==> src/rtl/cpu_sb_pkg.sv <==
// Shared widths and types for the CPU register-write scoreboard.
package cpu_sb_pkg;

   localparam int unsigned NUM_REGS = 16;
   localparam int unsigned REG_W    = 4;
   localparam int unsigned CNT_W    = 2;
   localparam int unsigned JB_W     = 2;
   localparam int unsigned CNT_MAX  = (1 << CNT_W) - 1;

   typedef logic [CNT_W-1:0] sb_cnt_t;
   typedef logic [REG_W-1:0] sb_reg_t;

endpackage : cpu_sb_pkg

==> src/rtl/cpu_sb_entry.sv <==
// One saturating up/down in-flight counter. A simultaneous inc and dec leaves
// the count unchanged. A step past either end holds the count and pulses err_o.
module cpu_sb_entry
   import cpu_sb_pkg::*;
#(
   parameter int unsigned W = CNT_W
) (
   input  logic clk_i,
   input  logic rst_i,
   input  logic inc_i,
   input  logic dec_i,
   output logic busy_o,
   output logic err_o
);

   localparam logic [W-1:0] MAX = '1;

   logic [W-1:0] cnt_q, cnt_d;

   // Next count with saturation; err_o flags the blocked step.
   always_comb begin
      cnt_d = cnt_q;
      err_o = 1'b0;
      if (inc_i && !dec_i) begin
         if (cnt_q == MAX) err_o = 1'b1;
         else              cnt_d = cnt_q + 1'b1;
      end else if (dec_i && !inc_i) begin
         if (cnt_q == '0)  err_o = 1'b1;
         else              cnt_d = cnt_q - 1'b1;
      end
   end

   // Count register; reset clears it.
   always_ff @(posedge clk_i) begin
      if (rst_i) cnt_q <= '0;
      else       cnt_q <= cnt_d;
   end

   assign busy_o = |cnt_q;

endmodule : cpu_sb_entry

==> src/rtl/cpu_scoreboard.sv <==
// Register-write scoreboard: per-register in-flight counts, a busy vector,
// a fetch-side read-after-write stall and a jump/branch-outstanding stall.
// Optional feature macro: SB_PERF_EN enables the two 32-bit stall counters.
module cpu_scoreboard
   import cpu_sb_pkg::*;
(
   input  logic                clk,
   input  logic                rst,
   input  logic                issue_vld,
   input  logic                issue_wrt_en,
   input  logic [REG_W-1:0]    issue_wrt_reg,
   input  logic                issue_jb,
   input  logic                rel_vld,
   input  logic [REG_W-1:0]    rel_wrt_reg,
   input  logic                jb_resolve,
   input  logic                src_a_vld,
   input  logic                src_b_vld,
   input  logic [REG_W-1:0]    src_a,
   input  logic [REG_W-1:0]    src_b,
   output logic [NUM_REGS-1:0] busy,
   output logic                rd_wrt_stall,
   output logic                jb_stall,
   output logic                sb_err,
   output logic [31:0]         stall_cycles,
   output logic [31:0]         jb_stall_cycles
);

   logic [NUM_REGS-1:0] inc_v, dec_v, busy_v, err_v;
   logic                jb_err;
   logic                err_q, err_d;

   // One-hot decode of the issue and release destinations.
   always_comb begin
      inc_v = '0;
      dec_v = '0;
      for (int unsigned i = 0; i < NUM_REGS; i++) begin
         inc_v[i] = issue_vld & issue_wrt_en & (issue_wrt_reg == REG_W'(i));
         dec_v[i] = rel_vld & (rel_wrt_reg == REG_W'(i));
      end
   end

   for (genvar g = 0; g < NUM_REGS; g++) begin : g_entry
      cpu_sb_entry #(.W(CNT_W)) u_entry (
         .clk_i  (clk),
         .rst_i  (rst),
         .inc_i  (inc_v[g]),
         .dec_i  (dec_v[g]),
         .busy_o (busy_v[g]),
         .err_o  (err_v[g])
      );
   end

   cpu_sb_entry #(.W(JB_W)) u_jb (
      .clk_i  (clk),
      .rst_i  (rst),
      .inc_i  (issue_vld & issue_jb),
      .dec_i  (jb_resolve),
      .busy_o (jb_stall),
      .err_o  (jb_err)
   );

   // Sticky error accumulates any saturation event until reset.
   always_comb begin
      err_d = err_q | (|err_v) | jb_err;
   end

   // Sticky error register; reset wins over same-cycle saturation.
   always_ff @(posedge clk) begin
      if (rst) err_q <= 1'b0;
      else     err_q <= err_d;
   end

   assign busy         = busy_v;
   assign sb_err       = err_q;
   // No bypass: a same-cycle release does not clear the stall.
   assign rd_wrt_stall = (src_a_vld & busy_v[src_a]) | (src_b_vld & busy_v[src_b]);

`ifdef SB_PERF_EN
   logic [31:0] stall_cnt_q, stall_cnt_d;
   logic [31:0] jb_cnt_q, jb_cnt_d;

   // Stall-cycle counters advance after each stalled cycle and wrap.
   always_comb begin
      stall_cnt_d = stall_cnt_q + {31'd0, rd_wrt_stall};
      jb_cnt_d    = jb_cnt_q + {31'd0, jb_stall};
   end

   // Perf counter registers.
   always_ff @(posedge clk) begin
      if (rst) begin
         stall_cnt_q <= '0;
         jb_cnt_q    <= '0;
      end else begin
         stall_cnt_q <= stall_cnt_d;
         jb_cnt_q    <= jb_cnt_d;
      end
   end

   assign stall_cycles    = stall_cnt_q;
   assign jb_stall_cycles = jb_cnt_q;
`else
   assign stall_cycles    = '0;
   assign jb_stall_cycles = '0;
`endif

endmodule : cpu_scoreboard

==> config.mk <==
export PLATFORM = sky130hd
export DESIGN_NAME = cpu_scoreboard
export DESIGN_NICKNAME = d
export VERILOG_FILES = /design/src/rtl/cpu_sb_pkg.sv /design/src/rtl/cpu_sb_entry.sv /design/src/rtl/cpu_scoreboard.sv
export SDC_FILE = /design/constraint.sdc
export NUM_CORES = 1
export LEC_CHECK = 0
export CAP_MARGIN = 10
export CORE_MARGIN = 2
export CORE_UTILIZATION = 47
export DETAILED_ROUTE_END_ITERATION = 8
export HOLD_SLACK_MARGIN = 0.06
export PLACE_DENSITY = 0.87
export SYNTH_ARGS = -nofsm -noshare
export SYNTH_HDL_FRONTEND = slang
export SYNTH_HIERARCHICAL = 1
export SYNTH_SLANG_ARGS = --single-unit
==> constraint.sdc <==
create_clock -name clk -period 2.7 [get_ports clk]
set_input_delay 0.27 -clock clk [delete_from_list [all_inputs] [get_ports clk]]
set_output_delay 0.27 -clock clk [all_outputs]
set_load 0.01 [all_outputs]
==> metrics.sh, run 1 <==
POSTCTSSETUPBUFFERS=0
DOMINANTREGCELLSYNTH='sky130_fd_sc_hd__dfxtp_1'
SYNTH_LARGEST_AREA_CELL='sky130_fd_sc_hd__dfxtp_1'
SYNTH_TOP_AREA_SHARE_PCT=21.4
GRT_ANTENNA_BEFORE_REPAIR=0
FINALCRITPERIODSHARE_PCT=93.1
RESULT_OF_THE_RUN='finished clean'
SETUP_VIOL=0
CAP_VIOL_MAX_COUNT=0
ROUTE.VIAS.TOTAL=2960
FLOORPLAN.DIE.HEIGHT_UM=87.5
REMAINING_DRC_ERRORS=0
NUMBER_OF_FLOPS_MAPPED_TO_ENABLE_CELLS_BY_YOSYS=0
N_FILL_CELL=649
TIMING.FMAX_GHz=0.398
SYNTH_CELLS=411
FLOORPLAN.INITIALDENSITY_PCT=48.5
CELLPOWERDENSITY_nW_PER_UM2=299
IO_BUFFER_COUNT=43
CTS_MADE_BUFFERS=5
WL_MM=7.54
IOPINCOUNT=108
FINALWEIGHTEDCONGESTION=0.909
WORST_IR_DROP_VDD_V=0.000242
CTS.REPAIR.RESIZED=1
GRT_PASS1_VIAS=2628
FINAL_WORST_SETUP_SLACK_PS=187
CLK_PIN_SLEW_WORST_PATHS_PS=70
DRTPASS1ITERATIONS=4
DIE-AREA_UM2=7650
WORSTMARGINPINSLEW_PS=494
CRITPATHLAUNCHTYPE='register'
MAX-CLOCK-PATH-BUFFERS=2
SYNTH_SEQUENTIAL_AREA_RATIO_PCT=21.4
DRT-INITIAL-DRC-COUNT=134
TOTAL_POWER_uW=1130
TIMING.HOLD.WORST.CLASS='reg2reg'
NUM_ANTENNA_CELLS=0
POST_SYNTH_MAIN_AREA_CONTRIBUTORS='sky130_fd_sc_hd__dfxtp_1, sky130_fd_sc_hd__buf_4, sky130_fd_sc_hd__mux4_1'
KIND_OF_END_POINT_OF_THE_CRITICAL_PATH='output port'
NETS=501
DETAIL-ROUTE-ANTENNA-NETS=0
CRIT_REQUIRED_PS=2430
RELATIVE_SLEW_SLACK_PCT=66.8
DETAIL_ROUTE.VIAS_PER_CELL=5.32
GRT_MAX_DEGREE=36
POST_ROUTE_CELLS_DRIVE_ABOVE_1_SHARE_PCT=9.45
YS_WARN_COUNT=6
CRIT_ARRIVAL_PS=2240
ROW_COUNT=30
LEAKAGEPOWER_uW=0.00142
SYN_AREA_PER_CELL_UM2=7.97
CTS_TREE='built'
PLACE_WS_PS=-114
RSZ0062_AT_GRT='false'
CTS_ROOT_BUFFER='sky130_fd_sc_hd__clkbuf_8'
FINAL_CELL_MIX='sky130_fd_sc_hd__conb_1, sky130_fd_sc_hd__clkdlybuf4s50_1, sky130_fd_sc_hd__dfxtp_1, sky130_fd_sc_hd__o21ai_1, sky130_fd_sc_hd__a21oi_1'
PATH_CLASS='reg2out'
FINAL-HOLD-VIOLATION-COUNT=0
POST-ROUTE-MIN-PERIOD_PS=2510
PLACEABLECOREAREA_UM2=6760
LAYOUT_COMMONEST_CELL='sky130_fd_sc_hd__conb_1'
PLACE_HPWL_MM=6.02
CTS_HTREE_LEVELS=2
SYNTHTOLAYOUTAREAGROWTH_PCT=15.1
NUMCLOCKSINKS=35
SYNTH-SEQ-CELLS=35
CLOCK_INSERTION_DELAY_WORST_SKEW_PS=290
GRT_UTIL_ALL_LAYERS_PCT=19.3
FIN_TNS_SETUP_PS=0
TIMING.HOLD.WS_PS=501
WIRE_LENGTH_OF_THE_FIRST_GLOBAL_ROUTING_PASS_MM=11.7
CTS_HOLD_REPAIR.BUFFERS=0
SLEW_VIOL_FINAL=0
SYNTHDISTINCTLIBCELLS=27
NETLIST_AREA_UM2=3270
CELL_AREA_AFTER_PLACEMENT_UM2=3680
CRIT_PATH_MAX_FANOUT=6
SYNTH-ASYNC-RESET-RATIO_PCT=0
FIN_AREA_UM2=3770
GRT.OVERFLOW.TOTAL=0
DIEWIDTH_UM=87.5
DRT-WIRELENGTH-PER-CELL_UM=13.6
WORST_CLOCK_SKEW_PS=7.98
[sequential cells by signal, summed over array words and instances (netlist names)]
signal,flops
g_entry.u_entry/cnt_q,32
sb_err,1
u_jb/cnt_q,2
[cell families (layout without fill, tap and decap cells)]
group           count (synthesis)  after routing  share of synthesized area [%]
compound gates                 85             85                           13.0
xor+xnor                       17             17                           4.55
buf+inv                        64             66                           14.7
flops                          35             35                           21.4
mux                            29             29                           13.0
other cells                     1             64                          0.115
simple gates                  180            180                           33.3
[power breakdown]
part           switching [uW]  internal [uW]
logic                     118           86.9
clock network             194            200
registers                7.29            521
total                     319            809
[synthesized netlist by cell type, types with 8 or more instances]
library cell               n
sky130_fd_sc_hd__a21oi_1  34
sky130_fd_sc_hd__and2_1   18
sky130_fd_sc_hd__and2b_4  17
sky130_fd_sc_hd__buf_4    64
sky130_fd_sc_hd__dfxtp_1  35
sky130_fd_sc_hd__mux2i_1  17
sky130_fd_sc_hd__mux4_1    8
sky130_fd_sc_hd__nand2_1  21
sky130_fd_sc_hd__nand3_1  21
sky130_fd_sc_hd__nor2_1   26
sky130_fd_sc_hd__nor3_1    8
sky130_fd_sc_hd__nor3b_1  17
sky130_fd_sc_hd__o21ai_0  17
sky130_fd_sc_hd__o21ai_1  34
sky130_fd_sc_hd__or2_1    17
sky130_fd_sc_hd__or2b_1   17
sky130_fd_sc_hd__xnor2_1  17
[final cells by class]
class | count | area [um^2] | share of cell area (%)
timing repair buffer | 59 | 549 | 14.6
sequential | 35 | 701 | 18.6
clock buffer | 6 | 82.6 | 2.19
clock inverter | 1 | 5.00 | 0.133
multi-input combinational | 375 | 2330 | 61.8
tap | 80 | 100 | 2.66
[path summary, 6_finish.rpt]
kind | depth (start not counted) | slack (ps) | startpoint | to
hold / removal | 2 | 500 | g_entry[0].u_entry/cnt_q[1] | g_entry[0].u_entry/cnt_q[1]
setup / recovery | 6 | 190 | g_entry[13].u_entry/cnt_q[0] | rd_wrt_stall
setup reg to reg | 5 | 1040 | g_entry[3].u_entry/cnt_q[0] | sb_err
hold reg to reg | 2 | 500 | g_entry[0].u_entry/cnt_q[1] | g_entry[0].u_entry/cnt_q[1]
[critical path, stage by stage (launching register included)]
cell                            delay [ps]
sky130_fd_sc_hd__dfxtp_1               360
sky130_fd_sc_hd__or2_1                 320
sky130_fd_sc_hd__mux4_1                520
sky130_fd_sc_hd__mux2_2                280
sky130_fd_sc_hd__nand3_1                80
sky130_fd_sc_hd__nand4_1                90
sky130_fd_sc_hd__dlygate4sd2_1         290
[metrics by stage]
step / instances / utilization [%]
finish: 556 / 55.8
global route: 556 / 55.8
CTS: 556 / 55.8
detailed placement: 549 / 54.5
global placement: 549 / 54.5
floorplan: 474 / -
[layer usage]
metal  global-route usage (%)  part of all wire [%]  vias to the layer above
li1                         -                     -                     1453
met1                     23.2                    42                     1403
met2                     33.2                    50                       86
met3                     4.08                   5.9                       18
met4                     7.97                   2.2                        0
met5                        0                     0                        -
(Power assumes the default switching activity.)
==> inputs of run 2 (changes only) <==
Settings changed: CORE_MARGIN 2 to unset, GPL_TIMING_DRIVEN set to 0.
==> metrics.sh, run 2 (synthesis gave the netlist of run 1 again) <==
RESULT_OF_THE_RUN='finished clean'
GRT_MAX_DEGREE=21  # -42%
CRIT_ARRIVAL_PS=2720  # +480 ps
POSTCTSSETUPBUFFERS=0  # unchanged
HOLD-PATH-CELL-COUNT=2  # unchanged
GRT_ANTENNA_BEFORE_REPAIR=0  # unchanged
CTS_TREE='built'
WORST_REG2REG_SETUP_SLACK_PS=1060  # +20 ps
CRIT_CHAIN='clkdlybuf4s50_1 > or3b_2 > nor2_2 > and2b_4 > nand3_1 > o21ai_1 > or4_1 > nor4_1 > nor2_1'
FINALCRITPERIODSHARE_PCT=94.1  # +0.98 points
FIN_AREA_UM2=4210  # +12%
CTS_HOLD_REPAIR.BUFFERS=0  # unchanged
RELATIVE_SLEW_SLACK_PCT=48.6  # -18 points
FINAL_CELL_MIX='sky130_fd_sc_hd__buf_4, sky130_fd_sc_hd__conb_1, sky130_fd_sc_hd__clkdlybuf4s50_1, sky130_fd_sc_hd__dfxtp_1'
HOLDPATHEND='u_jb/cnt_q[1]'
NUM_ANTENNA_CELLS=0  # unchanged
FLOORPLAN.DIE.HEIGHT_UM=85.5  # -2.3%
CRITPATHLAUNCHTYPE='primary input'
PATH_CLASS='in2reg'
SYNTHTOLAYOUTAREAGROWTH_PCT=28.5
NETS=550  # +9.8%
KIND_OF_END_POINT_OF_THE_CRITICAL_PATH='register'
FLIP_FLOP_COUNT_OF_THE_LARGEST_REGISTER_AFTER_LAYOUT=32  # unchanged
GRT_UTIL_ALL_LAYERS_PCT=20.8  # +1.5 points
TIMING.RR.END='sb_err'
CRITICAL-PATH-MAX-STAGE-DELAY_PS=540  # +20 ps
CTS_ROOT_BUFFER='sky130_fd_sc_hd__clkbuf_8'
CRIT_BUF_INV=1  # unchanged
CLOCK_INSERTION_DELAY_WORST_SKEW_PS=290  # about the same
DRT-WIRELENGTH-PER-CELL_UM=12.4  # -8.5%
CTS_HTREE_LEVELS=2  # unchanged
FIN_TNS_SETUP_PS=0  # unchanged
CRITPATHSLOWESTCELL='sky130_fd_sc_hd__or3b_2'
WORSTREGTOREGCELLS=5  # unchanged
GRT_USE_MET3_PCT=4.38  # +0.30 points
GRTUSAGEMET2_PCT=35.6  # +2.4 points
CLK_PIN_SLEW_WORST_PATHS_PS=70  # about the same
CELL_AREA_AFTER_PLACEMENT_UM2=4070  # +11%
N_FILL_CELL=585  # -9.9%
USE_MET1_PCT=25.1  # +1.9 points
TIMING.FMAX_GHz=0.394  # -1.0%
CAP_VIOL_MAX_COUNT=0  # unchanged
PLACEABLECOREAREA_UM2=6760  # unchanged
ROW_COUNT=30  # unchanged
DRT-INITIAL-DRC-COUNT=176  # +31%
SLEW_VIOL_FINAL=0  # unchanged
TIMING.HOLD.WORST.CLASS='reg2reg'
MIN_FROM='u_jb/cnt_q[1]'
WORSTMARGINPINSLEW_PS=769  # +275 ps
ROUTE.VIAS.TOTAL=3063  # +3.5%
DRTPASS1ITERATIONS=6  # +2
R2R-START='g_entry[3].u_entry/cnt_q[0]'
SETUP_VIOL=0  # unchanged
DETAIL-ROUTE-ANTENNA-NETS=0  # unchanged
LEAKAGEPOWER_uW=0.00172  # +21%
RSZ0062_AT_GRT='false'
DIEWIDTH_UM=85.5  # -2.3%
GRT.OVERFLOW.TOTAL=0  # unchanged
WORST_IR_DROP_VDD_V=0.000179  # -26%
REMAINING_DRC_ERRORS=0  # unchanged
FLOORPLAN.INITIALDENSITY_PCT=48.5  # unchanged
NUMCLOCKSINKS=35  # unchanged
MAX-CLOCK-PATH-BUFFERS=2  # unchanged
DETAIL_ROUTE.VIAS_PER_CELL=5.05  # -5.1%
FINAL-HOLD-VIOLATION-COUNT=0  # unchanged
FINALWEIGHTEDCONGESTION=0.841  # -7.5%
IOPINCOUNT=108  # unchanged
CRIT_REQUIRED_PS=2880  # +450 ps
PLACE_HPWL_MM=6.00  # -0.26%
REGISTER_CONTAINING_THE_MOST_FLIP_FLOPS_IN_THE_FINAL_LAYOUT='g_entry.u_entry/cnt_q'
WIRE_LENGTH_OF_THE_FIRST_GLOBAL_ROUTING_PASS_MM=12.2  # +5.0%
POST_ROUTE_CELLS_DRIVE_ABOVE_1_SHARE_PCT=20.2  # +11 points
CTS_MADE_BUFFERS=5  # unchanged
DIE-AREA_UM2=7300  # -4.5%
GRT-BUSIEST-LAYER='met2'
CELLPOWERDENSITY_nW_PER_UM2=293  # -2.2%
CRITICAL_PATH.TOP_DELAY_FAMILY='simple AND/OR/NAND/NOR gates'
WL_MM=7.52  # -0.29%
POST-ROUTE-MIN-PERIOD_PS=2540  # +26.5 ps
IO_BUFFER_COUNT=43  # unchanged
WORST_CLOCK_SKEW_PS=5.34  # -2.64 ps
GRT_PASS1_VIAS=2783  # +5.9%
TOTAL_POWER_uW=1230  # +9.3%
CRIT_PATH_MAX_FANOUT=4  # -2
[run 2: power by group]
part	switching [uW]	total, uW	internal [uW]
combinational	130	276	146
clock	195	428	233
sequential	7.25	529	521
total	332	1230	901
[run 2: cell type report]
cell class / count / area [um^2] / area share, %
Buffer: 64 / 480 / 11.4
Tap cell: 80 / 100 / 2.38
Timing Repair Buffer: 44 / 460 / 10.9
Sequential cell: 35 / 701 / 16.6
Multi-Input combinational cell: 375 / 2370 / 56.2
Clock buffer: 8 / 100 / 2.38
[run 2: timing repair]
action / 4_1_cts / 5_1_grt
resized for setup: 1 / 13
cloned: 0 / 0
setup endpoints to repair: 1 / 2
[run 2: worst max path at each step]
stage                                start      endpoint  depth (start not counted)  slack (ps)
2_1_floorplan               rel_wrt_reg[3]        sb_err                          8         540
3_3_place_gp                       rel_vld        sb_err                          9        -160
4_1_cts        g_entry[5].u_entry/cnt_q[0]  rd_wrt_stall                          6           8
5_1_grt                            rel_vld        sb_err                          9           1
6_report                           rel_vld        sb_err                          9         160
3_5_place_dp                       rel_vld        sb_err                          9        -190
[run 2: layer usage]
layer | part of all wire [%] | wire, um
met3 | 6.3 | 474
met1 | 43 | 3230
met4 | 2.6 | 199
met5 | 0 | 0
met2 | 48 | 3620
[run 2: worst register-to-register path, stage by stage (launching register included)]
cell and delay [ps]:
sky130_fd_sc_hd__dfxtp_1 440, sky130_fd_sc_hd__or2_4 190, sky130_fd_sc_hd__o21ai_1 70, sky130_fd_sc_hd__or4_1 530
sky130_fd_sc_hd__nor4_1 240, sky130_fd_sc_hd__nor2_1 60
[run 2: per-stage QoR]
step,instances,setup slack (ps),util [%],hold WS [ps]
2_1_floorplan,474,538,-,339
3_3_place_gp,597,-158,59.8,478
3_5_place_dp,598,-189,60.2,487
4_1_cts,606,7.68,61.7,497
5_1_grt,606,1.13,62.3,524
6_report,606,160,62.3,502
